File: src/rtl/elevator_pkg.sv
// Shared elevator definitions: geometry, observer FSM states and small helpers.
// Used by the core, the statistics observer and the bench.
package elevator_pkg;

    localparam int FLOORS      = 7;
    localparam int FLOOR_W     = 3;
    localparam int MAP_W       = 6;
    localparam int MAX_PENDING = 54;
    localparam int PEND_W      = 6;

    typedef enum logic [1:0] {
        IDLE    = 2'd0,
        RUN     = 2'd1,
        DONE    = 2'd2,
        TIMEOUT = 2'd3
    } stats_state_t;

    function automatic logic [7:0] sat_inc8(input logic [7:0] v);
        return (v == 8'hFF) ? v : v + 8'd1;
    endfunction

    // True when a car moved by more than one floor between two samples.
    function automatic logic floor_jump(input logic [FLOOR_W-1:0] a,
                                        input logic [FLOOR_W-1:0] b);
        return (a > b) ? ((a - b) > 3'd1) : ((b - a) > 3'd1);
    endfunction

endpackage

File: src/rtl/elevator_popcount6.sv
// Combinational popcount of one 6-bit passenger bitmap.
module elevator_popcount6
    import elevator_pkg::*;
(
    input  logic [MAP_W-1:0] bits,
    output logic [2:0]       count
);

    always_comb begin
        count = '0;
        for (int unsigned i = 0; i < MAP_W; i++) begin
            count = count + {2'b00, bits[i]};
        end
    end

endmodule

File: src/rtl/elevator_stats.sv
// Passive observer of the elevator core: run completion, finish time,
// per-car move counts, live pending count and sticky error flags.
module elevator_stats
    import elevator_pkg::*;
#(
    parameter int unsigned TIMEOUT_CYCLES = 200,
    parameter int unsigned DONE_HOLD      = 2
) (
    input  logic               clock,
    input  logic               reset_start,
    input  logic [7:0]         time_counter,
    input  logic [MAP_W-1:0]   remaining_1,
    input  logic [MAP_W-1:0]   remaining_2,
    input  logic [MAP_W-1:0]   remaining_3,
    input  logic [MAP_W-1:0]   remaining_4,
    input  logic [MAP_W-1:0]   remaining_5,
    input  logic [MAP_W-1:0]   remaining_6,
    input  logic [MAP_W-1:0]   remaining_7,
    input  logic [MAP_W-1:0]   boarding_1,
    input  logic [MAP_W-1:0]   boarding_2,
    input  logic [FLOOR_W-1:0] curr_elevator_1,
    input  logic [FLOOR_W-1:0] curr_elevator_2,
    output logic [PEND_W-1:0]  pending_count,
    output logic               done,
    output logic               timed_out,
    output logic [7:0]         finish_time,
    output logic [7:0]         moves_1,
    output logic [7:0]         moves_2,
    output logic               err_jump,
    output logic               err_range
);

    localparam logic [3:0]  HOLD    = 4'(DONE_HOLD);
    localparam logic [3:0]  HOLD_M1 = 4'(DONE_HOLD - 1);
    localparam logic [15:0] TO_LAST = 16'(TIMEOUT_CYCLES - 1);

    stats_state_t       state, state_next;
    logic [MAP_W-1:0]   maps [9];
    logic [2:0]         pc_part [9];
    logic [PEND_W-1:0]  pc;
    logic [3:0]         zero_run;
    logic [15:0]        run_cnt;
    logic [FLOOR_W-1:0] prev_floor_1, prev_floor_2;
    logic               pc_zero, done_cond, timeout_cond;

    assign maps[0] = remaining_1;
    assign maps[1] = remaining_2;
    assign maps[2] = remaining_3;
    assign maps[3] = remaining_4;
    assign maps[4] = remaining_5;
    assign maps[5] = remaining_6;
    assign maps[6] = remaining_7;
    assign maps[7] = boarding_1;
    assign maps[8] = boarding_2;

    for (genvar g = 0; g < 9; g++) begin : g_pc
        elevator_popcount6 u_pc (
            .bits  (maps[g]),
            .count (pc_part[g])
        );
    end

    always_comb begin
        pc = '0;
        for (int unsigned i = 0; i < 9; i++) begin
            pc = pc + {3'b000, pc_part[i]};
        end
    end

    // The current zero cycle counts toward the hold, so compare against HOLD-1.
    assign pc_zero      = (pc == '0);
    assign done_cond    = pc_zero && (zero_run >= HOLD_M1);
    assign timeout_cond = (run_cnt == TO_LAST) && !done_cond;

    always_ff @(posedge clock) begin
        if (reset_start) begin
            state <= IDLE;
        end else begin
            state <= state_next;
        end
    end

    always_comb begin
        state_next = state;
        case (state)
            IDLE:    state_next = RUN;
            RUN: begin
                if (done_cond) begin
                    state_next = DONE;
                end else if (timeout_cond) begin
                    state_next = TIMEOUT;
                end
            end
            default: state_next = state;
        endcase
    end

    always_ff @(posedge clock) begin
        if (reset_start) begin
            pending_count <= '0;
            done          <= 1'b0;
            timed_out     <= 1'b0;
            finish_time   <= '0;
            moves_1       <= '0;
            moves_2       <= '0;
            err_jump      <= 1'b0;
            err_range     <= 1'b0;
            zero_run      <= '0;
            run_cnt       <= '0;
            prev_floor_1  <= '0;
            prev_floor_2  <= '0;
        end else begin
            pending_count <= pc;
            done          <= (state_next == DONE);
            timed_out     <= (state_next == TIMEOUT);
            prev_floor_1  <= curr_elevator_1;
            prev_floor_2  <= curr_elevator_2;

            if (state != IDLE) begin
                if (floor_jump(curr_elevator_1, prev_floor_1) ||
                    floor_jump(curr_elevator_2, prev_floor_2)) begin
                    err_jump <= 1'b1;
                end
                if ((curr_elevator_1 == 3'd7) || (curr_elevator_2 == 3'd7)) begin
                    err_range <= 1'b1;
                end
            end

            if (state == RUN) begin
                run_cnt <= run_cnt + 16'd1;
                if (pc_zero) begin
                    zero_run <= (zero_run == HOLD) ? zero_run : zero_run + 4'd1;
                end else begin
                    zero_run <= '0;
                end
                if (curr_elevator_1 != prev_floor_1) begin
                    moves_1 <= sat_inc8(moves_1);
                end
                if (curr_elevator_2 != prev_floor_2) begin
                    moves_2 <= sat_inc8(moves_2);
                end
                if (done_cond) begin
                    finish_time <= time_counter;
                end
            end
        end
    end

endmodule

File: config.mk
export PLATFORM = sky130hd
export DESIGN_NAME = elevator_stats
export DESIGN_NICKNAME = d
export VERILOG_FILES = /design/src/rtl/elevator_pkg.sv /design/src/rtl/elevator_popcount6.sv /design/src/rtl/elevator_stats.sv
export SDC_FILE = /design/constraint.sdc
export NUM_CORES = 1
export LEC_CHECK = 0
export ABC_AREA = 1
export CAP_MARGIN = 10
export CORE_MARGIN = 2
export CORE_UTILIZATION = 52
export DETAILED_ROUTE_END_ITERATION = 8
export PLACE_DENSITY = 0.82
export SLEW_MARGIN = 30
export SYNTH_ARGS = -nofsm -noshare
export SYNTH_HDL_FRONTEND = slang
export SYNTH_SLANG_ARGS = --single-unit
export TNS_END_PERCENT = 20
File: constraint.sdc
create_clock -name clock -period 8.45 [get_ports clock]
set_input_delay 1.69 -clock clock [delete_from_list [all_inputs] [get_ports clock]]
set_output_delay 1.69 -clock clock [all_outputs]
set_load 0.01 [all_outputs]
-- Yosys cells after proc, flatten, opt, wreduce, memory -nomap -nowiden
Index checks and enable logic that the tools add are counted.
- bits in registers: 62
- bits of input ports: 70
- logic and storage cells: 116
- bitwise gates (word level): 2
- add/sub/neg operators: 61
- reduce and logical (&&, ||, !) cells: 14
- mux-type cells: 7
- equal/unequal tests: 12
- magnitude comparators: 7
- operators by type and width (kind ; number):
    adder 3 x 1 -> 3 bit ; 36
    adder 6 x 3 -> 6 bit ; 5
    adder 1 x 1 -> 2 bit ; 9
    adder 16 x 1 -> 16 bit (second input constant) ; 1
    adder 8 x 1 -> 8 bit (second input constant) ; 2
    equality test 16 x 8 -> 1 bit (second input constant) ; 1
    equality test 8 bit (second input constant) ; 2
    > comparator 3 x 1 -> 1 bit (second input constant) ; 4
    subtractor 3 bit ; 4
    two-way mux 4 bit ; 2
    AND reduction 2 bit ; 4
    adder 5 x 3 -> 6 bit ; 1
    equality test 3 bit (second input constant) ; 2
    > comparator 3 bit ; 2
    logical NOT 6 bit ; 1
    inequality test 3 bit ; 2
    AND reduction 3 bit ; 2
    adder 4 x 3 -> 5 bit ; 1
    adder 3 x 3 -> 4 bit ; 1
    adder 4 x 1 -> 4 bit (second input constant) ; 1
    equality test 2 bit (second input constant) ; 2
    equality test 4 x 2 -> 1 bit (second input constant) ; 1
    >= comparator 4 x 1 -> 1 bit (second input constant) ; 1
    two-way mux 2 bit ; 2
    other kinds (10) ; 14

-- Depth between registers and ports, before layout
- word-level depth: 21
- gate-level depth with buffers: 26
- gate-level depth less buffers: 25

-- Modules after synthesis
A second synthesis with hierarchy kept.
- cells, all modules: 619
- area total of the unflattened synthesis: 4803.4 sq um
- modules (own cells, without submodules) (module ; cells each ; seq. area each (sq um) ; area each (sq um) ; times used):
    elevator_stats ; 511 ; 1241.2 ; 3880.0 ; 1
    elevator_popcount6 ; 12 ; 0.0 ; 102.6 ; 9

-- Least setup slack after synthesis
No wires, ideal clock.
- kind: in2reg
- start point: in remaining_1[0]
- end point: reg timed_out
- data required time: 8.322 ns
- slack: 1.455 ns
- buffers on the path: 1
- library setup time: 0.128 ns
- arrival time: 6.867 ns
- stages on the path: 22
- path through: ha_1 -> inv_1 -> fa_1 -> inv_1 -> fa_1 -> inv_1 -> fa_1 -> fa_1 -> fa_1 -> fa_1 -> fa_1 -> fa_1 -> nand3b_1 -> nand2_1 -> nand2_1 -> nand2_4 -> nand2_4 -> nor3_4 -> inv_2 -> buf_6 -> nand3_1 -> nor2_1
- longest elaborated chain between the ends: 21
- ends and longest elaborated chain (what ; RTL line ; text):
    start: declaration ; elevator_stats.sv:12 ; input logic [MAP_W-1:0] remaining_1,
    adder 1 x 1 -> 2 bit (*) ; elevator_popcount6.sv:12 ; count = count + {2'b00, bits[i]};
    adder 3 x 1 -> 3 bit (*) (4 in a row) ; elevator_popcount6.sv:12 ;
    adder 3 x 3 -> 4 bit (*) ; elevator_stats.sv:66 ; pc = pc + {3'b000, pc_part[i]};
    adder 4 x 3 -> 5 bit (*) ; elevator_stats.sv:66 ;
    adder 5 x 3 -> 6 bit (*) ; elevator_stats.sv:66 ;
    adder 6 x 3 -> 6 bit (*) (5 in a row) ; elevator_stats.sv:66 ;
    logical NOT 6 bit (*) ; elevator_stats.sv:71 ; assign pc_zero = (pc == '0);
    logical AND 1 bit (*) ; elevator_stats.sv:72 ; assign done_cond = pc_zero && (zero_run >= HOLD_M1);
    logical NOT 1 bit ; elevator_stats.sv:73 ; assign timeout_cond = (run_cnt == TO_LAST) && !done_cond;
    logical AND 1 bit ; elevator_stats.sv:73 ;
    two-way mux 2 bit ; elevator_stats.sv:90 ; end else if (timeout_cond) begin
    two-way mux 2 bit (*) ; elevator_stats.sv:88 ; if (done_cond) begin
    one-hot mux 2 bit (2 select lines) (*) ; elevator_stats.sv:85 ; case (state)
    equality test 2 bit (*) ; elevator_stats.sv:115 ; timed_out <= (state_next == TIMEOUT);
    end signal: assignment ; elevator_stats.sv:115 ;
    end: declaration ; elevator_stats.sv:25 ; output logic timed_out,
Mark *: on every way between the ends. The rest lies on a longest branch, timed or not.
A chain may end at the register's enable or synchronous reset.

-- Final worst setup path
- start point: in remaining_1[0]
- end point: reg finish_time[6]
- longest elaborated chain between the ends: 16
- ends and longest elaborated chain (what ; RTL line ; text):
    adder 1 x 1 -> 2 bit ; elevator_popcount6.sv:12 ;
    adder 3 x 1 -> 3 bit (4 in a row) ; elevator_popcount6.sv:12 ;
    adder 3 x 3 -> 4 bit ; elevator_stats.sv:66 ;
    adder 4 x 3 -> 5 bit ; elevator_stats.sv:66 ;
    adder 5 x 3 -> 6 bit ; elevator_stats.sv:66 ;
    adder 6 x 3 -> 6 bit (5 in a row) ; elevator_stats.sv:66 ;
    logical NOT 6 bit ; elevator_stats.sv:71 ;
    logical AND 1 bit ; elevator_stats.sv:72 ;
    AND reduction 2 bit (no line) ; n/a ;
    end signal: assignment ; elevator_stats.sv:143 ; finish_time <= time_counter;
    end: declaration ; elevator_stats.sv:26 ; output logic [7:0] finish_time,
No other way between the ends.

==> results.yml <==
outcome:
  status: "finished, final reports clean"
layout:
  multi_input_comb_area_mm2: 0.002779
  final_cell_mix: "148 x inv_1, 103 x clkdlybuf4s50_1, 67 x nand2_1"
  post_route_cells_drive_above_1_share: 0.05217
  seq_area_mm2: 0.001241
  diodes: 0
  fin_nets: 839
  nFillCells: 719
  area.growth.synth_to_final_pct: 28.16
  layout_commonest_cell: "inv_1"
setup_path:
  worstPathArrival_ns: 7.62
  critical_path.cell_chain: "clkdlybuf4s50_1, ha_1, inv_1, fa_1, inv_1, fa_1, inv_1, fa_1, fa_1, fa_1, fa_1, fa_1, fa_1, nand3b_1, nand2_1, nand2_1, nand2_4, nand2_4, nor3_4, inv_2, nor2_1, nor2_1"
  worstRegToRegCells: 8
  crit_path_start: "remaining_1[0]"
  worst_setup_path_start_kind: "input pin"
  setup_slack_reg_to_reg_ns: 6.60
  required_ns: 8.68
  r2r_end: "moves_1[7]"
  r2r-start: "prev_floor_1[2]"
  critical_path.max_stage_delay_ns: 0.54
  endpoint_kind: "flip-flop"
  critical-path-top-cell-by-count: "fa_1"
  crit_fanout: 11
  crit_path_top_delay_cell: "fa_1"
  criticalPathCategory: "input pin to flip-flop"
global_route:
  antenna_found_initial: 0
  grt_pass1_wl_um: 16930
  grt_pass1_vias: 3992
  grt.total_usage: 0.2120
  grt_max_degree: 33
  grt.overflow.total: 0
power:
  power.ir.vdd_worst_v: 0.0003548
  leakage_nw: 2.768
  p_total_mw: 2.501
  powerDensity_mw_per_mm2: 421.9
timing:
  timing.final.ws_setup_ns: 1.062
  hold_viol: 0
  slew-limit-headroom: 0.4360
  totalNegativeSetupSlack_ns: 0
  achievable-frequency_mhz: 135.4
  finClkSkew_ns: 0.007293
  finalCritPeriodShare: 0.8743
  timing.final.crit_period_ns: 7.388
  setup_violations: 0
  setup_repair_after_global_routing_missed_its_margin: "false"
  slew_violations: 0
  worst_slew_pin_slew_ns: 0.8451
synth:
  synthesis.area_mm2: 0.004626
  synth_seq_cells: 62
  async_reset_ff_frac: 0
  postSynthAreaPerCell_um2: 7.989
  ys_seq_area_frac: 0.2683
  post_synth_inst_count: 579
  yosys_warnings: 0
  synth-edff-count: 0
  syn_nets: 732
  commonest_register_cell_after_synthesis: "dfxtp_1"
  synth_cell_types: 33
cts:
  cts_tree: "done"
  cts-root-buf: "clkbuf_8"
  htree_num_levels: 3
  maximum_buffer_depth_of_the_clock_tree: 2
  clkTransAtPathRegs_ns: 0.07
  cts.repair.resized: 0
  cts_setup_buffers: 0
  cts-hold-fix-buffers: 0
  clock_insertion_delay_worst_skew_ns: 0.34
  cts-buffers-inserted: 9
  cts_sinks: 62
drt:
  postRouteAntennaNets: 0
  drt-total-wl_um: 9327
  drc_errors: 0
  wl_per_cell_um: 11.69
  routed-via-count: 3844
  firstDrtPassIters: 4
  first_iter_violations: 104
  via_per_inst: 4.817
floorplanning:
  initial_standard_cell_utilization_of_the_core: 0.5330
  ioPinCount: 104
  floorplan.rows: 34
  core_region_area_mm2: 0.008678
  die-width_um: 98.32
  die-area_mm2: 0.009666
  fp.dieH_um: 98.32
flow_run:
  cap_violations: 0
place:
  gp_congestion: 0.8118
  dp_worst_setup_slack_ns: 0.7073
  io_buffer_count: 103
  final_hpwl_from_detailed_placement_um: 7689
hold_path:
  min_from: "err_range"
  hold_path_class: "flip-flop to flip-flop"
  whs_endpoint: "err_range"
  worst_hold_path.num_cells: 2
-- logic make-up after synthesis --
logic type	count (synthesis)	share of synthesized area
xor+xnor	9	0.01704
flops	62	0.2683
compound gates	68	0.07736
simple gates	198	0.1975
fa+ha+maj	83	0.3089
buf+inv	159	0.1309
-- sequential cells by signal (all words and copies together) (netlist names), 2 cells and up --
| register | cells |
|---|---|
| moves_1 | 8 |
| prev_floor_2 | 3 |
| pending_count | 6 |
| state | 2 |
| zero_run | 4 |
| finish_time | 8 |
| run_cnt | 16 |
| moves_2 | 8 |
| prev_floor_1 | 3 |
-- layout make-up --
type,instances,share of cell area
clock buffers,14,0.02744
clock inverters,1,0.0008442
inverters,151,0.09561
multi-input cells,358,0.4688
flip-flops and latches,62,0.2094
well taps,108,0.02279
repair buffers,104,0.1752
-- how the worst max path moves through the flow --
stage | to | slack (ns) | cells past startpoint
floorplan | timed_out | 1.46 | 22
global placement | finish_time[6] | 0.82 | 22
detailed placement | finish_time[6] | 0.71 | 22
CTS | finish_time[6] | 1.06 | 22
global route | finish_time[6] | 0.76 | 22
finish | finish_time[6] | 1.06 | 22
-- critical path: cells and delay by family --
family | cells | cell delay [ns]
buffers and inverters | 5 | 0.80
adders and majority gates | 9 | 4.08
and+or+nand+nor | 8 | 1.05
-- metrics by stage --
stage	instances	hold slack (ns)	instance area, um^2	utilization
2_1_floorplan	579	0.4551	4626	-
3_3_place_gp	783	0.4386	5761	0.6638
3_5_place_dp	783	0.4428	5761	0.6638
4_1_cts	798	0.4532	5928	0.6831
5_1_grt	798	0.4800	5928	0.6831
6_report	798	0.4509	5928	0.6831
-- cell usage after synthesis, types with 3 or more instances --
master      n  area share
a21oi_1    32       0.035
clkbuf_1    6      0.0049
dfxtp_1    62        0.27
fa_1       52        0.23
ha_1       31       0.084
inv_1     148        0.12
inv_2       3      0.0024
nand2_1    67       0.054
nand2_2     3      0.0041
nand3_1    27       0.029
nand3b_1    3      0.0049
nand4_1    11       0.015
nor2_1     57       0.046
nor2_2     10       0.014
nor3_1     11       0.012
o21ai_0    28       0.030
xor2_1      8       0.015
-- per-layer routing --
layer  track usage  share of wire
met1        0.2560           0.43
met2        0.3830           0.51
met3       0.04438          0.045
met5             0              0
met4       0.05796          0.015
-- power by group --
| part | total (mW) | leakage (nW) | internal [mW] | switching (mW) |
|---|---|---|---|---|
| combinational | 1.94 | 2.18 | 0.780 | 1.16 |
| sequential | 0.334 | 0.505 | 0.324 | 0.00998 |
| clock | 0.227 | 0.0865 | 0.121 | 0.106 |
Note: power is estimated with default switching activity, not from simulation.
